<file path="src/rtl/ad9284_spi_master.sv">
// ad9284_spi_master
//   SPI configuration master for the AD9284 ADC. Accepts one register
//   command at a time and runs a 24-bit frame {rw, 2'b00, addr[12:0], byte}
//   MSB first on a 3-wire style bus, with a separate pad output enable so
//   the ADC can drive SDIO during the data byte of a read.
//
// Parameters
//   CLK_DIV  SCLK half-period in sys_clk cycles (2..255)
//   GAP_CYC  minimum CSB-high time between frames in sys_clk cycles (1..255)
//
// Ports
//   sys_clk, sys_rst_n          clock, async active-low reset
//   cmd_valid/cmd_ready         command handshake (ready only in IDLE)
//   cmd_rw, cmd_addr, cmd_wdata command fields (1 = read)
//   rsp_valid, rsp_rdata        one-cycle completion pulse and read byte
//   busy                        frame in progress (SETUP..GAP)
//   spi_csb, spi_sclk, spi_sdo  registered SPI outputs
//   spi_sdi                     serial data from the ADC
//   spi_sdio_oe                 SDIO pad output enable
module ad9284_spi_master #(
  parameter int unsigned CLK_DIV = 4,
  parameter int unsigned GAP_CYC = 4
) (
  input  logic        sys_clk,
  input  logic        sys_rst_n,
  input  logic        cmd_valid,
  output logic        cmd_ready,
  input  logic        cmd_rw,
  input  logic [12:0] cmd_addr,
  input  logic [7:0]  cmd_wdata,
  output logic        rsp_valid,
  output logic [7:0]  rsp_rdata,
  output logic        busy,
  output logic        spi_csb,
  output logic        spi_sclk,
  output logic        spi_sdo,
  input  logic        spi_sdi,
  output logic        spi_sdio_oe
);

  typedef enum logic [2:0] {
    IDLE,
    SETUP,
    SHIFT,
    HOLD,
    GAP
  } state_t;

  localparam logic [7:0] DIV_LAST = 8'(CLK_DIV - 1);
  localparam logic [7:0] GAP_LAST = 8'(GAP_CYC - 1);

  state_t      state_q, state_n;
  logic [7:0]  cnt_q, cnt_n;
  logic [4:0]  bit_q, bit_n;
  logic [23:0] tx_q, tx_n;
  logic [7:0]  rx_q, rx_n;
  logic        rw_q, rw_n;
  logic        csb_q, csb_n;
  logic        sclk_q, sclk_n;
  logic        oe_q, oe_n;
  logic        rsp_valid_q, rsp_valid_n;
  logic [7:0]  rdata_q, rdata_n;

  // SDO is the top of the shift register; zeros shift in behind the frame,
  // so the line returns to 0 after the last falling edge without extra logic.
  assign spi_sdo     = tx_q[23];
  assign spi_csb     = csb_q;
  assign spi_sclk    = sclk_q;
  assign spi_sdio_oe = oe_q;
  assign rsp_valid   = rsp_valid_q;
  assign rsp_rdata   = rdata_q;
  assign busy        = (state_q != IDLE);
  assign cmd_ready   = (state_q == IDLE) && sys_rst_n;

  always_comb begin
    state_n     = state_q;
    cnt_n       = cnt_q;
    bit_n       = bit_q;
    tx_n        = tx_q;
    rx_n        = rx_q;
    rw_n        = rw_q;
    csb_n       = csb_q;
    sclk_n      = sclk_q;
    oe_n        = oe_q;
    rsp_valid_n = 1'b0;
    rdata_n     = rdata_q;

    unique case (state_q)
      IDLE: begin
        cnt_n = '0;
        if (cmd_valid) begin
          state_n = SETUP;
          tx_n    = {cmd_rw, 2'b00, cmd_addr, (cmd_rw ? 8'h00 : cmd_wdata)};
          rw_n    = cmd_rw;
          bit_n   = '0;
          rx_n    = '0;
          csb_n   = 1'b0;
          sclk_n  = 1'b0;
          oe_n    = 1'b1;
        end
      end

      SETUP: begin
        if (cnt_q == DIV_LAST) begin
          state_n = SHIFT;
          cnt_n   = '0;
        end else begin
          cnt_n = cnt_q + 8'd1;
        end
      end

      SHIFT: begin
        if (cnt_q == DIV_LAST) begin
          cnt_n = '0;
          if (!sclk_q) begin
            // Rising edge: the read byte occupies frame bits 7..0.
            sclk_n = 1'b1;
            if (bit_q >= 5'd16) begin
              rx_n = {rx_q[6:0], spi_sdi};
            end
          end else begin
            // Falling edge: advance to the next bit (or finish the frame).
            sclk_n = 1'b0;
            tx_n   = {tx_q[22:0], 1'b0};
            if (bit_q == 5'd23) begin
              state_n = HOLD;
              oe_n    = 1'b0;
            end else begin
              bit_n = bit_q + 5'd1;
              oe_n  = !(rw_q && (bit_q >= 5'd15));
            end
          end
        end else begin
          cnt_n = cnt_q + 8'd1;
        end
      end

      HOLD: begin
        if (cnt_q == DIV_LAST) begin
          state_n     = GAP;
          cnt_n       = '0;
          csb_n       = 1'b1;
          rsp_valid_n = 1'b1;
          rdata_n     = rw_q ? rx_q : 8'h00;
        end else begin
          cnt_n = cnt_q + 8'd1;
        end
      end

      GAP: begin
        if (cnt_q == GAP_LAST) begin
          state_n = IDLE;
          cnt_n   = '0;
        end else begin
          cnt_n = cnt_q + 8'd1;
        end
      end

      default: begin
        state_n = IDLE;
        cnt_n   = '0;
        csb_n   = 1'b1;
        sclk_n  = 1'b0;
        oe_n    = 1'b0;
      end
    endcase
  end

  always_ff @(posedge sys_clk or negedge sys_rst_n) begin
    if (!sys_rst_n) begin
      state_q     <= IDLE;
      cnt_q       <= '0;
      bit_q       <= '0;
      tx_q        <= '0;
      rx_q        <= '0;
      rw_q        <= 1'b0;
      csb_q       <= 1'b1;
      sclk_q      <= 1'b0;
      oe_q        <= 1'b0;
      rsp_valid_q <= 1'b0;
      rdata_q     <= '0;
    end else begin
      state_q     <= state_n;
      cnt_q       <= cnt_n;
      bit_q       <= bit_n;
      tx_q        <= tx_n;
      rx_q        <= rx_n;
      rw_q        <= rw_n;
      csb_q       <= csb_n;
      sclk_q      <= sclk_n;
      oe_q        <= oe_n;
      rsp_valid_q <= rsp_valid_n;
      rdata_q     <= rdata_n;
    end
  end

endmodule

</file>
<file path="config.mk">
export PLATFORM = sky130hd
export DESIGN_NAME = ad9284_spi_master
export DESIGN_NICKNAME = d
export VERILOG_FILES = /design/src/rtl/ad9284_spi_master.sv
export SDC_FILE = /design/constraint.sdc
export NUM_CORES = 1
export LEC_CHECK = 0
export ABC_AREA = 1
export CAP_MARGIN = 5
export CORE_MARGIN = 8
export CORE_UTILIZATION = 55
export CTS_CLUSTER_DIAMETER = 100
export DETAILED_ROUTE_END_ITERATION = 8
export GPL_TIMING_DRIVEN = 0
export PLACE_DENSITY = 0.88
export SYNTH_ARGS = -nofsm -noshare
export SYNTH_HDL_FRONTEND = slang
export SYNTH_SLANG_ARGS = --single-unit
</file>
<file path="constraint.sdc">
create_clock -name sys_clk -period 2.1 [get_ports sys_clk]
set_clock_uncertainty 0.2 [all_clocks]
set_input_delay 0.42 -clock sys_clk [delete_from_list [all_inputs] [get_ports sys_clk]]
set_output_delay 0.42 -clock sys_clk [all_outputs]
set_load 0.03 [all_outputs]
</file>
==> results.sh, run 1 <==
export IMPL_drc=0
export IMPL_dp_cells=533
export IMPL_synth_top_area_cell="dfrtp_1"
export IMPL_holdWs_ns=0.269
export IMPL_core_um2=5540
export IMPL_synth_xor_area_frac=0.0139
export IMPL_yosys_area_share_simple=0.394
export IMPL_finalSetupTns_ns=0
export IMPL_syn_num_nets=449
export IMPL_gp_congestion=0.881
export IMPL_antennaDiodeCount=0
export IMPL_ys_ff_latch=61
export IMPL_yosysWarnings=0
export IMPL_maxSlewHeadroom=0.672
export IMPL_yosysTopAreaCellShare=0.475
export IMPL_worst_pin_slew_ns=0.492
export IMPL_routed_wl_um=7160
export IMPL_wl_per_cell_um=12.8
export IMPL_antenna_left=0
export IMPL_min_period_over_period=0.971
export IMPL_cp_arrival_ns=1.42
export IMPL_synth_edf_count=0
export IMPL_grt_pass1_wl_um=12600
export IMPL_die_x_um=91.8
export IMPL_synth_ff_type="dfrtp_1"
export IMPL_drv_slew=0
export IMPL_cts_tree="built"
export IMPL_avgSynthCellArea_um2=7.52
export IMPL_maxCapViolCount=0
export IMPL_pre_cts_ws_ns=-0.625
export IMPL_antenna_found_initial=0
export IMPL_final_min_clock_period_ns=2.04
export IMPL_ctsRootBufferMaster="clkbuf_8"
export IMPL_portBuffers=40
export IMPL_yosysUniqueCellTypes=32
export IMPL_rows=27
export IMPL_startpoint_type="flip-flop"
export IMPL_fin_cells=560
export IMPL_setup_violations=0
export IMPL_mostFrequentLayoutCells="nand2_1 (196), dfrtp_1 (60), nor2_1 (37)"
export IMPL_path_max_fanout=4
export IMPL_clkSinkCount=61
export IMPL_start_util=0.570
export IMPL_ys_top_cells_by_area="dfrtp_1 (48%), nand2_1 (23%), nor2_1 (4.5%), nand3_1 (3.6%), o21ai_0 (3.0%)"
export IMPL_synth_top_family_by_area="simple AND/OR/NAND/NOR gates"
export IMPL_cp_data_required_time_ns=1.48
export IMPL_syn_area_um2=3160
export IMPL_die_area_um2=8420
export IMPL_crit_type="flip-flop to primary output"
export IMPL_final_layout_size_suffix_gt1_frac=0.127
export IMPL_gr_total_overflow=0
export IMPL_dieHeight_um=91.8
export IMPL_clock_fmax_ghz=0.491
export IMPL_clockBufferDepth=2
export IMPL_netlist_instances=420
export IMPL_p_per_area_nw_per_um2=1360
export IMPL_clkLatencyLatePin_ns=0.34
export IMPL_htreeDepth=3
export IMPL_fin_nets=512
export IMPL_finalHoldViolations=0
export IMPL_hp_class="flip-flop to flip-flop"
export IMPL_hpwl_um=4990
export IMPL_cp_end_kind="primary output"
export IMPL_ir_worst_vdd_uv=848
export IMPL_synth_compound_area_frac=0.0345
export IMPL_layout_setup_ws_ns=0.0616
export IMPL_synthMuxAreaShare=0
export IMPL_ys_async_sr_fraction=1.00
export IMPL_grt_max_degree=36
export IMPL_outcome="finished, final reports clean"
export IMPL_grt_pass1_vias=2891
export IMPL_drt_initial_drc_count=164
export IMPL_cts_buffers=9
export IMPL_synthAdderAreaFrac=0.0119
export IMPL_layout_commonest_cell="nand2_1"
export IMPL_power_leakage_nw=2.07
export IMPL_io_pins=41
export IMPL_seq_area_frac_synth=0.484
export IMPL_synthToLayoutAreaGrowth_pct=26.1
export IMPL_vias=2837
export IMPL_clk_pin_slew_ns=0.07
export IMPL_track_usage=0.182
export IMPL_via_per_inst=5.07
export IMPL_first_pass_iters=6
final timing paths:
| check | cells after the start | slack (ns) | start | to |
|---|---|---|---|---|
| worst max-delay path | 6 | 0.06 | state_q[2]$_DFFE_PN0P_ | cmd_ready |
| worst min-delay path | 2 | 0.27 | tx_q[10]$_DFFE_PN0P_ | tx_q[10]$_DFFE_PN0P_ |
| min in group asynchronous | 2 | 0.45 | sys_rst_n | spi_csb$_DFFE_PN1P_ |
| max in group asynchronous | 4 | 0.96 | sys_rst_n | tx_q[13]$_DFFE_PN0P_ |
| worst min register to register | 2 | 0.27 | tx_q[10]$_DFFE_PN0P_ | tx_q[10]$_DFFE_PN0P_ |
| worst max register to register | 10 | 0.15 | state_q[2]$_DFFE_PN0P_ | rx_q[4]$_DFFE_PN0P_ |
synth_stat cells (2+ instances only):
library cell,count
nor2_2,3
nor2_4,2
nand3b_1,2
dfrtp_1,60
o21ai_0,19
nand2_4,2
ha_1,3
inv_2,6
nor2_1,38
nand4_1,11
buf_6,4
nand2_1,196
nand2_2,3
clkbuf_1,2
inv_1,21
xor2_1,4
nand3_1,23
buf_2,7
power breakdown:
group          internal [W]  switching [W]
registers           0.00151       0.000208
clock network      0.000525       0.000436
logic              0.000937        0.00178
per-layer routing:
layer / vias to the layer above / GRT usage / wire, µm
li1: 1433 / - / -
met1: 1341 / 0.213 / 3220
met2: 53 / 0.310 / 3560
met3: 10 / 0.0489 / 292
met4: 0 / 0.0725 / 92
met5: - / 0 / 0
metrics by stage:
step | utilization | cell area (µm²) | total power [W]
floorplan | - | 3160 | 0.00360
global placement | 0.659 | 3650 | 0.00421
detailed placement | 0.661 | 3660 | 0.00431
CTS | 0.710 | 3930 | 0.00531
global route | 0.719 | 3980 | 0.00583
finish | 0.719 | 3980 | 0.00540
cells by family after synthesis:
group                    Yosys count
AO/OA/AOI/OAI                     21
AND/OR/NAND/NOR                  288
XOR/XNOR                           5
buffers and inverters             42
adder cells (fa/ha/maj)            3
flip-flops                        61
what timing repair did:
action                                  in CTS  in global routing
endpoints found under the hold margin       25                  0
resized for setup                           14                  5
hold buffers                                 6                  0
endpoints found under the setup margin       3                  5
setup buffers                                0                  5
pin swaps                                    0                  3
area by class of cell:
type	count	area (µm²)
Sequential cell	61	1530
Multi-Input combinational cell	317	1440
Buffer	14	91.3
Fill cell	461	1560
Clock inverter	1	5.00
Tap cell	72	90.1
Timing Repair Buffer	52	543
Inverter	28	105
Clock buffer	15	176
critical path, cell delays in order, from the launching register on:
cell,delay [ns]
dfrtp_1,0.43
inv_2,0.10
nand2_4,0.07
nor2_4,0.18
inv_2,0.07
nor2_2,0.10
buf_6,0.14
sequential cells by signal (all words and copies together), names as in the netlist:
name and count:
spi_csb 1, spi_sdio_oe 1, rsp_rdata 8, state_q 3, rsp_valid 1, rx_q 8, cnt_q 8, tx_q 24
rw_q 1, spi_sclk 1, bit_q 5
(Power assumes the default switching activity.)
==> run 2: changes to the inputs <==
ABC_CLOCK_PERIOD_IN_PS = 2100   (was default)
HOLD_SLACK_MARGIN = 0.02   (was default)
==> results of run 2 <==
No change in the layout: final DEF, timing and power equal those of run 1.
==> run 3: changes to the inputs <==
ABC_CLOCK_PERIOD_IN_PS = default   (was 2100)
==> results of run 3 <==
No change in the layout: final DEF, timing and power equal those of run 1.
